$ cat src/rtl/demux4_buffered_if.sv
// Producer/consumer bundle for the buffered 1:4 demux.
// The producer side feeds in_*, each consumer channel drains out_*.
interface demux4_buffered_if #(
    parameter int dataSize = 16
);
    logic [dataSize-1:0] in_data;
    logic                in_valid;
    logic [1:0]          selector;
    logic                in_ready;
    logic [dataSize-1:0] out_data0;
    logic [dataSize-1:0] out_data1;
    logic [dataSize-1:0] out_data2;
    logic [dataSize-1:0] out_data3;
    logic [3:0]          out_valid;
    logic [3:0]          out_ready;
    logic [7:0]          occupancy;

    modport master (
        output in_data, in_valid, selector, out_ready,
        input  in_ready, out_data0, out_data1, out_data2, out_data3,
        input  out_valid, occupancy
    );

    modport slave (
        input  in_data, in_valid, selector, out_ready,
        output in_ready, out_data0, out_data1, out_data2, out_data3,
        output out_valid, occupancy
    );
endinterface

$ cat src/rtl/demux4_buffered.sv
// 1:4 stream demux with an independent 2-entry FIFO per channel.
// Registered outputs only; no input-to-output combinational data path.
module demux4_buffered #(
    parameter int dataSize = 16
) (
    input logic clk,
    input logic rst_n,
    demux4_buffered_if.slave bus
);
    logic [dataSize-1:0] mem_q [4][2];
    logic [1:0]          cnt_q [4];
    logic [1:0]          cnt_d [4];
    logic                rd_q  [4];
    logic                rd_d  [4];
    logic                wr_q  [4];
    logic                wr_d  [4];
    logic [dataSize-1:0] head  [4];
    logic [3:0]          push;
    logic [3:0]          pop;
    logic [3:0]          vld;
    logic                rdy;

    // Ready looks only at the targeted channel's count, never at in_valid.
    assign rdy = (cnt_q[bus.selector] != 2'd2);

    always_comb begin
        vld  = '0;
        push = '0;
        pop  = '0;
        for (int i = 0; i < 4; i++) begin
            vld[i]  = (cnt_q[i] != 2'd0);
            head[i] = vld[i] ? mem_q[i][rd_q[i]] : '0;
            push[i] = bus.in_valid && rdy && (bus.selector == 2'(i));
            pop[i]  = vld[i] && bus.out_ready[i];
            cnt_d[i] = cnt_q[i];
            rd_d[i]  = rd_q[i];
            wr_d[i]  = wr_q[i];
            if (push[i]) wr_d[i] = ~wr_q[i];
            if (pop[i])  rd_d[i] = ~rd_q[i];
            unique case ({push[i], pop[i]})
                2'b10:   cnt_d[i] = cnt_q[i] + 2'd1;
                2'b01:   cnt_d[i] = cnt_q[i] - 2'd1;
                default: cnt_d[i] = cnt_q[i];
            endcase
        end
    end

    always_ff @(posedge clk or negedge rst_n) begin
        if (!rst_n) begin
            for (int i = 0; i < 4; i++) begin
                cnt_q[i]    <= 2'd0;
                rd_q[i]     <= 1'b0;
                wr_q[i]     <= 1'b0;
                mem_q[i][0] <= '0;
                mem_q[i][1] <= '0;
            end
        end else begin
            for (int i = 0; i < 4; i++) begin
                cnt_q[i] <= cnt_d[i];
                rd_q[i]  <= rd_d[i];
                wr_q[i]  <= wr_d[i];
                if (push[i]) mem_q[i][wr_q[i]] <= bus.in_data;
            end
        end
    end

    assign bus.in_ready  = rdy;
    assign bus.out_valid = vld;
    assign bus.out_data0 = head[0];
    assign bus.out_data1 = head[1];
    assign bus.out_data2 = head[2];
    assign bus.out_data3 = head[3];
    assign bus.occupancy = {cnt_q[3], cnt_q[2], cnt_q[1], cnt_q[0]};
endmodule
$ cat src/flat_wrapper.sv
// flat-port wrapper written by rule: the top's interface ports become plain ports
module demux4_buffered_flat 
#(
    parameter int dataSize = 16
)
  (clk, rst_n, bus_in_data, bus_in_valid, bus_selector, bus_out_ready, bus_in_ready, bus_out_data0, bus_out_data1, bus_out_data2, bus_out_data3, bus_out_valid, bus_occupancy);
  demux4_buffered_if #(.dataSize(dataSize)) bus_i ();
  input logic clk;
  input logic rst_n;
  input wire logic [$bits(bus_i.in_data)-1:0] bus_in_data;
  input wire logic [$bits(bus_i.in_valid)-1:0] bus_in_valid;
  input wire logic [$bits(bus_i.selector)-1:0] bus_selector;
  input wire logic [$bits(bus_i.out_ready)-1:0] bus_out_ready;
  output wire logic [$bits(bus_i.in_ready)-1:0] bus_in_ready;
  output wire logic [$bits(bus_i.out_data0)-1:0] bus_out_data0;
  output wire logic [$bits(bus_i.out_data1)-1:0] bus_out_data1;
  output wire logic [$bits(bus_i.out_data2)-1:0] bus_out_data2;
  output wire logic [$bits(bus_i.out_data3)-1:0] bus_out_data3;
  output wire logic [$bits(bus_i.out_valid)-1:0] bus_out_valid;
  output wire logic [$bits(bus_i.occupancy)-1:0] bus_occupancy;
  assign bus_i.in_data = bus_in_data;
  assign bus_i.in_valid = bus_in_valid;
  assign bus_i.selector = bus_selector;
  assign bus_i.out_ready = bus_out_ready;
  assign bus_in_ready = bus_i.in_ready;
  assign bus_out_data0 = bus_i.out_data0;
  assign bus_out_data1 = bus_i.out_data1;
  assign bus_out_data2 = bus_i.out_data2;
  assign bus_out_data3 = bus_i.out_data3;
  assign bus_out_valid = bus_i.out_valid;
  assign bus_occupancy = bus_i.occupancy;
  demux4_buffered #(.dataSize(dataSize)) u_core (.clk(clk), .rst_n(rst_n), .bus(bus_i));
endmodule
$ cat config.mk
export PLATFORM = sky130hd
export DESIGN_NAME = demux4_buffered_flat
export DESIGN_NICKNAME = d
export VERILOG_FILES = /design/src/rtl/demux4_buffered_if.sv /design/src/rtl/demux4_buffered.sv /design/src/flat_wrapper.sv
export SDC_FILE = /design/constraint.sdc
export NUM_CORES = 1
export LEC_CHECK = 0
export BUFFER_PORTS_ARGS = -buffer_cell sky130_fd_sc_hd__buf_2
export CORE_MARGIN = 3
export CORE_UTILIZATION = 42
export DETAILED_ROUTE_END_ITERATION = 8
export PLACE_DENSITY_LB_ADDON = 0.1
export SLEW_MARGIN = 20
export SYNTH_ARGS = -nofsm -noshare
export SYNTH_HDL_FRONTEND = slang
export SYNTH_SLANG_ARGS = --single-unit
$ cat constraint.sdc
create_clock -name clk -period 5.6 [get_ports clk]
set_input_delay 0 -clock clk [delete_from_list [all_inputs] [get_ports clk]]
set_output_delay 0 -clock clk [all_outputs]
set_load 0.005 [all_outputs]
==> results of run 1 <==
[tightest hold or removal path: cells and delay by family]
kind                      cells  cell delay [ns]
and+or+nand+nor               1             0.15
buffers and inverters         1             0.14
xor gates and xnor gates      1             0.08
[cells in the final DEF, fill, tap and decap left out, drive strengths merged]
cell         count
nand2b           4
dfrtp          144
nand2            1
and4             1
ha               4
xor2             8
mux4             1
inv              4
clkbuf          25
or4              1
or3              1
nand4            3
nor2            74
nor4b            2
buf            106
mux2i           64
mux2           128
nand4b           2
clkinvlp         1
dlygate4sd3     20
xnor2           12
nand3            2
nor2b            7
clkinv           5
[flip-flops by register name, summed over array words and instances (netlist names)]
name,flops
u_core.mem_q,128
u_core.bus.occupancy,8
u_core.rd_q,4
u_core.wr_q,4
[worst paths after layout]
| check | startpoint | slack (ns) | endpoint | cells past startpoint |
|---|---|---|---|---|
| worst max-delay path | u_core.bus.occupancy[0] | 3.39 | u_core.mem_q[102] | 3 |
| max in group asynchronous | rst_n | 4.16 | u_core.mem_q[13] | 3 |
| worst min-delay path | bus_selector[0] | 0.02 | u_core.wr_q[0] | 3 |
| min in group asynchronous | rst_n | 0.28 | u_core.bus.occupancy[1] | 2 |
| worst min register to register | u_core.wr_q[1] | 0.49 | u_core.wr_q[1] | 1 |
| worst max register to register | u_core.bus.occupancy[0] | 3.39 | u_core.mem_q[102] | 3 |
[cell type report]
| type | instances | area, um2 |
|---|---|---|
| multi-input combinational | 315 | 2850 |
| sequential | 144 | 3600 |
| fill | 1357 | 7250 |
| clock inverter | 6 | 32.5 |
| clock buffer | 25 | 495 |
| inverter | 4 | 15.0 |
| tap | 211 | 264 |
| timing repair buffer | 126 | 749 |
[logic make-up after synthesis]
logic type / synth area share, %
xor+xnor: 2.66
fa+ha+maj: 0.761
buf+inv: 2.04
flops: 54.8
mux: 32.6
simple gates: 7.17
[per-stage QoR]
step	setup WS, ns	hold WS, ns	power [mW]	util (%)
2_1_floorplan	3.82	-0.296	3.11	-
3_3_place_gp	3.29	0.158	3.78	47.6
3_5_place_dp	3.35	0.172	3.86	47.7
4_1_cts	3.34	0.00463	4.91	52.5
5_1_grt	3.22	0.0193	5.20	52.5
6_report	3.39	0.0186	4.84	52.5
[per-layer routing]
| metal | vias up | track usage [%] | wire length [um] |
|---|---|---|---|
| met2 | 94 | 28.9 | 7110 |
| met3 | 11 | 4.94 | 588 |
| met4 | 0 | 4.78 | 174 |
| li1 | 1922 | - | - |
| met1 | 2121 | 22.5 | 6660 |
| met5 | - | 0 | 0 |
[power by group through the flow]
| stage | Sequential, mW | Combinational (mW) | Clock (mW) |
|---|---|---|---|
| after global routing | 2.05 | 2.05 | 1.10 |
| after floorplan | 1.79 | 1.31 | 0 |
| final | 1.98 | 1.86 | 1.01 |
| after CTS | 1.98 | 1.89 | 1.04 |
| after detailed placement | 1.99 | 1.86 | 0 |
| after global placement | 1.96 | 1.82 | 0 |
==> results.py, run 1 <==
metrics = {
    "outcome": {
        "status": "finished clean",
    },
    "power_and_ir_drop": {
        "switchingPower_mw": 1.61,
        "p_leak_nw": 3.84,
        "peakVddDrop_uv": 291,
        "seqPwrFrac_pct": 40.9,
        "p_int_mw": 3.23,
        "swShare_pct": 33.3,
        "cellPowerDensity_nw_per_um2": 605,
        "pwr-share-clk_pct": 20.8,
        "combPwrFrac_pct": 38.4,
    },
    "layout": {
        "drive_gt1_share_pct": 43.4,
        "nets": 637,
        "syn_to_final_growth_pct": 21.7,
        "antenna_cells": 0,
        "fin_cells": 831,
        "final_area_um2": 8010,
    },
    "clock_network": {
        "cts_buffer_depth": 2,
        "clock_latency_ns": 0.41,
        "hold_buffers": 20,
        "htreeDepth": 4,
        "cts_tree": "yes",
        "cts_setup_buffers": 0,
        "numCtsBuffers": 17,
        "cts.sinks": 144,
        "cts-resized-gates": 0,
        "clk_pin_slew_worst_paths_ns": 0.06,
        "cts-root-buf": "clkbuf_16",
    },
    "routing": {
        "viasPerCell": 4.99,
        "drc": 0,
        "wl_per_cell_um": 17.5,
        "vias": 4148,
        "wirelength_mm": 14.5,
        "firstDrtPassIters": 4,
        "ant_nets": 0,
        "drt_iter0_drc": 187,
    },
    "yosys": {
        "async_reset_ff_share_pct": 100,
        "synth_common_cells": "dfrtp_1, mux2_2, nor2_1",
        "synth_area_um2": 6580,
        "ys.flop_type": "dfrtp_1",
        "yosys_warnings": 0,
        "yosysMostFrequentCell": "dfrtp_1",
        "avgSynthCellArea_um2": 13.5,
        "synthTopCellsByArea": "dfrtp_1, mux2_2, mux2i_1",
        "syn-num-nets": 516,
        "ys_ff_latch": 144,
        "synth_edf_count": 0,
        "synth.largest_area_cell": "dfrtp_1",
        "synth_top_area_share_pct": 54.8,
        "netlist_instances": 487,
        "synth_seq_area_share_pct": 54.8,
        "synth.distinct_cells": 25,
    },
    "sta": {
        "fmax_ghz": 0.452,
        "tightest_slew_ns": 1.03,
        "layout_min_cycle_time_ns": 2.21,
        "setup_violations": 0,
        "skew_ns": 0.00441,
        "slew_violations": 0,
        "hold_viol": 0,
        "setup_tns_ns": 0,
        "fin_crit_sh_pct": 39.5,
        "rsz0062_at_grt": "no",
        "relSlewSlack_pct": 30.9,
    },
    "placed_design": {
        "hpwl_mm": 9.70,
        "portBuffers": 101,
        "dp.cells": 780,
        "placed_area_um2": 7280,
        "globalplace.congestion": 0.742,
    },
    "critical_path": {
        "worst_path_dominant_cell_family": "simple AND/OR/NAND/NOR gates",
        "max_stage_delay_ns": 0.83,
        "end_kind": "flop",
        "crit_arrival_ns": 2.49,
        "critPathRequiredTime_ns": 5.88,
        "path_cells": "nand2b_1 -> nand4_1 -> mux2_2",
        "cp_slowest_cell": "nand4_1",
        "worstSetupPathType": "flop to flop",
        "critPathLaunchType": "flop",
        "crit_buf_inv": 0,
        "cp_max_fo": 16,
    },
    "worst_hold_path": {
        "hold_class": "input port to flop",
    },
    "run": {
        "max_cap_viol_count": 0,
    },
    "global_route": {
        "grt_usage_pct": 17.4,
        "grt_pass1_wl_mm": 23.7,
        "grt_overflow": 0,
        "grt_max_degree": 99,
        "grt_pass1_vias": 4484,
        "antenna_found_initial": 0,
    },
    "die": {
        "fp.dieH_um": 131,
        "io_pins": 102,
        "core_area_um2": 15300,
        "design.die.area_um2": 17200,
        "die_width_um": 131,
        "rows": 45,
        "start_util_pct": 43.1,
    },
}
Note: power is estimated with default switching activity, not from simulation.
==> inputs of run 2 (changes only) <==
clock period = 1.98 ns   (was 5.6 ns; I/O delays follow)
==> run 2 against run 1 <==
Effect of this change: core utilization up 1.9 points; die area did not move; maximum frequency grew 27%; critical endpoint is now u_core.mem_q[93]; largest power group is now combinational cells.
==> results.py, run 2 (synthesis results as in run 1) <==
metrics = {
    "outcome": {
        "status": "finished clean",
    },
    "power_and_ir_drop": {
        "peakVddDrop_uv": 989,
        "cellPowerDensity_nw_per_um2": 1730,
        "p_leak_nw": 3.99,
    },
    "clock_network": {
        "numCtsBuffers": 17,
        "cts.sinks": 144,
        "cts_buffer_depth": 2,
        "cts_tree": "yes",
        "cts-resized-gates": 0,
        "clk_pin_slew_worst_paths_ns": 0.06,
        "htreeDepth": 4,
        "cts-root-buf": "clkbuf_16",
        "clock_latency_ns": 0.42,
    },
    "routing": {
        "drc": 0,
        "wl_per_cell_um": 17.2,
        "viasPerCell": 4.99,
        "firstDrtPassIters": 4,
        "vias": 4247,
        "drt_iter0_drc": 171,
        "ant_nets": 0,
        "wirelength_mm": 14.7,
    },
    "layout": {
        "fin_util_pct": 54.3,
        "nets": 656,
        "drive_gt1_share_pct": 44.7,
        "layout_common_cells": "dfrtp_1, mux2_2, buf_2, nor2_1, mux2i_1",
        "antenna_cells": 0,
        "regMostFlops": "u_core.mem_q",
        "largest_reg_flops": 128,
        "mostFrequentLayoutCell": "dfrtp_1",
        "syn_to_final_growth_pct": 26.1,
    },
    "global_route": {
        "grt_pass1_wl_mm": 24.5,
        "grt_usage_pct": 18.1,
        "grt_pass1_vias": 4552,
        "grt_max_degree": 67,
        "grt_overflow": 0,
        "antenna_found_initial": 0,
    },
    "critical_path": {
        "cp_max_fo": 16,
        "reg2reg_slack_ns": 0.24,
        "end_kind": "flop",
        "reg2reg_from": "u_core.bus.occupancy[2]",
        "crit_arrival_ns": 2.04,
        "critPathRequiredTime_ns": 2.28,
        "critPathLaunchType": "flop",
        "worstSetupPathType": "flop to flop",
        "critPathLaunch": "u_core.bus.occupancy[2]",
    },
    "die": {
        "io_pins": 102,
        "die_width_um": 131,
        "rows": 45,
        "design.die.area_um2": 17200,
        "core_area_um2": 15300,
        "fp.dieH_um": 131,
        "start_util_pct": 43.1,
    },
    "sta": {
        "setup_violations": 0,
        "fmax_ghz": 0.575,
        "hold_viol": 0,
        "rsz0062_at_grt": "no",
        "tightest_slew_ns": 0.654,
        "fin_crit_sh_pct": 87.8,
        "layout_min_cycle_time_ns": 1.74,
        "skew_ns": 0.00416,
        "relSlewSlack_pct": 56.4,
        "setup_tns_ns": 0,
        "slew_violations": 0,
    },
    "run": {
        "max_cap_viol_count": 0,
    },
    "placed_design": {
        "portBuffers": 101,
        "globalplace.congestion": 0.728,
        "hpwl_mm": 9.87,
    },
    "worst_hold_path": {
        "hold_class": "input port to async pin",
    },
}
## run 2: cell type report
type	count	area (um2)
timing repair buffer	145	940
tap	211	264
clock buffer	20	467
clock inverter	12	163
sequential	144	3600
multi-input combinational	315	2840
inverter	4	15.0
fill	1314	6970
## run 2: metrics by stage
| stage | hold slack (ns) | total power, mW | std cells | setup WS, ns | area, um2 |
|---|---|---|---|---|---|
| final | 0.174 | 14.3 | 851 | 0.241 | 8290 |
| after floorplan | -0.296 | 8.79 | 487 | 0.199 | 6580 |
| after global placement | 0.0601 | 10.8 | 795 | 0.308 | 7420 |
| after CTS | 0.184 | 14.5 | 851 | 0.252 | 8290 |
| after global routing | 0.226 | 15.4 | 851 | 0.171 | 8290 |
| after detailed placement | 0.0676 | 11.0 | 795 | 0.280 | 7420 |
## run 2: routing by layer
layer  global-route usage, %  wire length (um)
met3                    5.05               681
met2                    29.9              7300
met4                    5.19               138
met5                       0                 0
met1                    23.4              6560
## run 2: timing repair
action,in CTS,in global routing
hold endpoints to repair,198,0
setup buffers,0,0
endpoints found under the setup margin,0,0
hold buffers,24,0
## run 2: power by group
part	leakage, nW	switching, mW	internal (mW)
combinational	1.94	2.63	3.10
clock	0.315	1.17	2.19
sequential	1.73	0.808	4.43
## run 2: final timing paths
path,cells after the start,to
worst max register to register,4,u_core.mem_q[93]
min in group clk,1,u_core.wr_q[1]
max in group asynchronous,3,u_core.mem_q[3]
worst min-delay path,2,u_core.bus.occupancy[1]
worst max-delay path,4,u_core.mem_q[93]
worst min register to register,1,u_core.wr_q[1]
## run 2: worst max-delay path, cell delays in order, from the launching register on
cell and delay (ns):
dfrtp_1 0.47, nor2b_2 0.10, or4_1 0.48, buf_4 0.24, mux2_4 0.33
==> inputs of run 3 (changes only) <==
MAX_ROUTING_LAYER = met4   (was not set)
clock period = 1.5 ns   (was 1.98 ns; I/O delays follow)
==> run 3 against run 2 <==
Effect of this change: the flow now finishes with violations (negative setup slack); wire length is 9.4% higher; register-to-register slack worse by 0.36 ns; count of clock-buffer cells in the layout is 1 higher; power is 53% higher; sequential power is 34% higher; setup slack worse by 0.39 ns; worst hold slack worse by 0.16 ns; critical path depth stayed put; flip-flop and latch count stayed put; via count is 3.4% higher; sequential share of layout area is 4.7 points lower; largest power group unchanged.
==> results.py, run 3 (synthesis results as in run 1) <==
metrics = {
    "outcome": {
        "status": "finished with violations",
        "violations": "negative setup slack",
    },
    "critical_path": {
        "worstSetupPathType": "flop to output port",
        "reg2reg_from": "u_core.bus.occupancy[2]",
        "end_kind": "output port",
        "endpoint": "bus_in_ready",
        "timing.rr.end": "u_core.mem_q[65]",
        "cp_max_fo": 3,
        "crit_arrival_ns": 1.65,
        "critPathLaunchType": "flop",
        "critPathLaunch": "u_core.bus.occupancy[6]",
        "reg2regPathDepth": 7,
        "reg2reg_slack_ns": -0.12,
        "critPathRequiredTime_ns": 1.50,
    },
    "routing": {
        "ant_nets": 0,
        "drt_iter0_drc": 178,
        "vias": 4390,
        "wirelength_mm": 16.1,
        "firstDrtPassIters": 4,
        "wl_per_cell_um": 18.1,
        "drc": 0,
        "viasPerCell": 4.96,
    },
    "clock_network": {
        "clock_latency_ns": 0.41,
        "clk_pin_slew_worst_paths_ns": 0.06,
        "cts_buffer_depth": 2,
        "cts.sinks": 144,
        "cts_tree": "yes",
        "htreeDepth": 4,
        "numCtsBuffers": 17,
        "cts-root-buf": "clkbuf_16",
    },
    "global_route": {
        "grt_max_degree": 51,
        "grt_pass1_vias": 4684,
        "grt_usage_pct": 19.0,
        "grt_overflow": 0,
        "antenna_found_initial": 0,
        "grt_pass1_wl_mm": 25.0,
    },
    "die": {
        "die_width_um": 131,
        "core_area_um2": 15300,
        "io_pins": 102,
        "rows": 45,
        "start_util_pct": 43.1,
        "design.die.area_um2": 17200,
        "fp.dieH_um": 131,
    },
    "layout": {
        "nets": 690,
        "regMostFlops": "u_core.mem_q",
        "num-fill-cells": 1215,
        "antenna_cells": 0,
        "drive_gt1_share_pct": 56.4,
        "largest_reg_flops": 128,
        "mostFrequentLayoutCell": "dfrtp_1",
        "layout_common_cells": "dfrtp_1, buf_2, mux2_2, mux2i_1, nor2_1",
        "syn_to_final_growth_pct": 41.3,
        "final_area_um2": 9290,
        "seqCellArea_um2": 3610,
        "multiInputGateArea_um2": 3280,
        "fin_util_pct": 60.9,
    },
    "sta": {
        "whs_ns": 0.0126,
        "fin_crit_sh_pct": 110,
        "tightest_slew_ns": 0.510,
        "fin_ws_ns": -0.147,
        "hold_viol": 0,
        "fmax_ghz": 0.607,
        "relSlewSlack_pct": 66.0,
        "setup_violations": 77,
        "skew_ns": 0.00488,
        "slew_violations": 0,
        "layout_min_cycle_time_ns": 1.65,
        "rsz0062_at_grt": "yes",
    },
    "power_and_ir_drop": {
        "p_int_mw": 14.8,
        "combPwrFrac_pct": 46.4,
        "finalPower_mw": 21.9,
        "p_leak_nw": 4.40,
        "seqPwrFrac_pct": 32.1,
        "peakVddDrop_uv": 1350,
        "swShare_pct": 32.4,
        "cellPowerDensity_nw_per_um2": 2350,
        "pwr-share-clk_pct": 21.5,
        "switchingPower_mw": 7.08,
    },
    "placed_design": {
        "portBuffers": 101,
        "globalplace.congestion": 0.788,
        "hpwl_mm": 10.4,
        "placed_area_um2": 7740,
        "place_ws_ns": -0.153,
    },
    "worst_hold_path": {
        "hold_class": "input port to flop",
    },
    "run": {
        "max_cap_viol_count": 0,
    },
}
[run 3: changes by cell type in the layout (fill, tap and decap cells not counted), sizes merged]
| cell | previous run | this run |
|---|---|---|
| bufinv | 4 | 5 |
| buf | 121 | 156 |
| clkbuf | 20 | 25 |
| clkinv | 7 | 5 |
| dlygate4sd3 | 24 | 19 |
[run 3: how the worst min path moves through the flow]
stage,start,end,slack (ns),depth (start not counted)
after floorplan,rst_n,u_core.bus.occupancy[0],-0.30,0
after global placement,rst_n,u_core.mem_q[70],-0.01,1
after detailed placement,rst_n,u_core.mem_q[70],-0.006,1
after CTS,bus_in_data[10],u_core.mem_q[74],0.0002,2
after global routing,bus_in_data[10],u_core.mem_q[26],0.03,2
final,bus_in_data[10],u_core.mem_q[74],0.01,2
[run 3: per-stage QoR]
| step | cells | TNS, ns |
|---|---|---|
| 2_1_floorplan | 487 | -5.88 |
| 3_3_place_gp | 812 | -2.46 |
| 3_5_place_dp | 812 | -3.09 |
| 4_1_cts | 869 | -4.79 |
| 5_1_grt | 885 | -11.11 |
| 6_report | 885 | -5.31 |
[run 3: critical path, stage by stage, from the launching register on]
cell and delay, ns:
dfrtp_1 0.38, buf_6 0.12, nand2b_4 0.13, mux4_2 0.45, buf_2 0.14
[run 3: timing repair]
item | CTS | global route
endpoints found under the setup margin | 110 | 136
gates cloned | 2 | 4
resized for setup | 45 | 71
endpoints found under the hold margin | 265 | 2
hold buffers | 17 | 2
buffers inserted | 6 | 13
pin swaps | 15 | 23
[run 3: layer usage]
metal,track usage [%],routed length [um],vias up
met2,30.0,7830,87
li1,-,-,2036
met4,5.95,225,0
met1,24.7,7320,2248
met5,-,0,-
met3,4.21,680,19
[run 3: final cells by class]
class / count / area share [%]
clock buffers: 21 / 5.17
clock inverters: 11 / 1.97
inverters: 4 / 0.189
multi-input cells: 315 / 35.3
flip-flops and latches: 144 / 38.8
well taps: 211 / 2.84
repair buffers: 179 / 15.8
[run 3: power by group through the flow]
stage | Clock [mW] | Sequential [mW] | Combinational, mW
global placement | 0 | 6.83 | 8.01
detailed placement | 0 | 6.96 | 8.18
floorplan | 0 | 6.74 | 5.14
global route | 4.98 | 7.26 | 10.9
CTS | 4.80 | 6.91 | 9.02
finish | 4.71 | 7.02 | 10.1
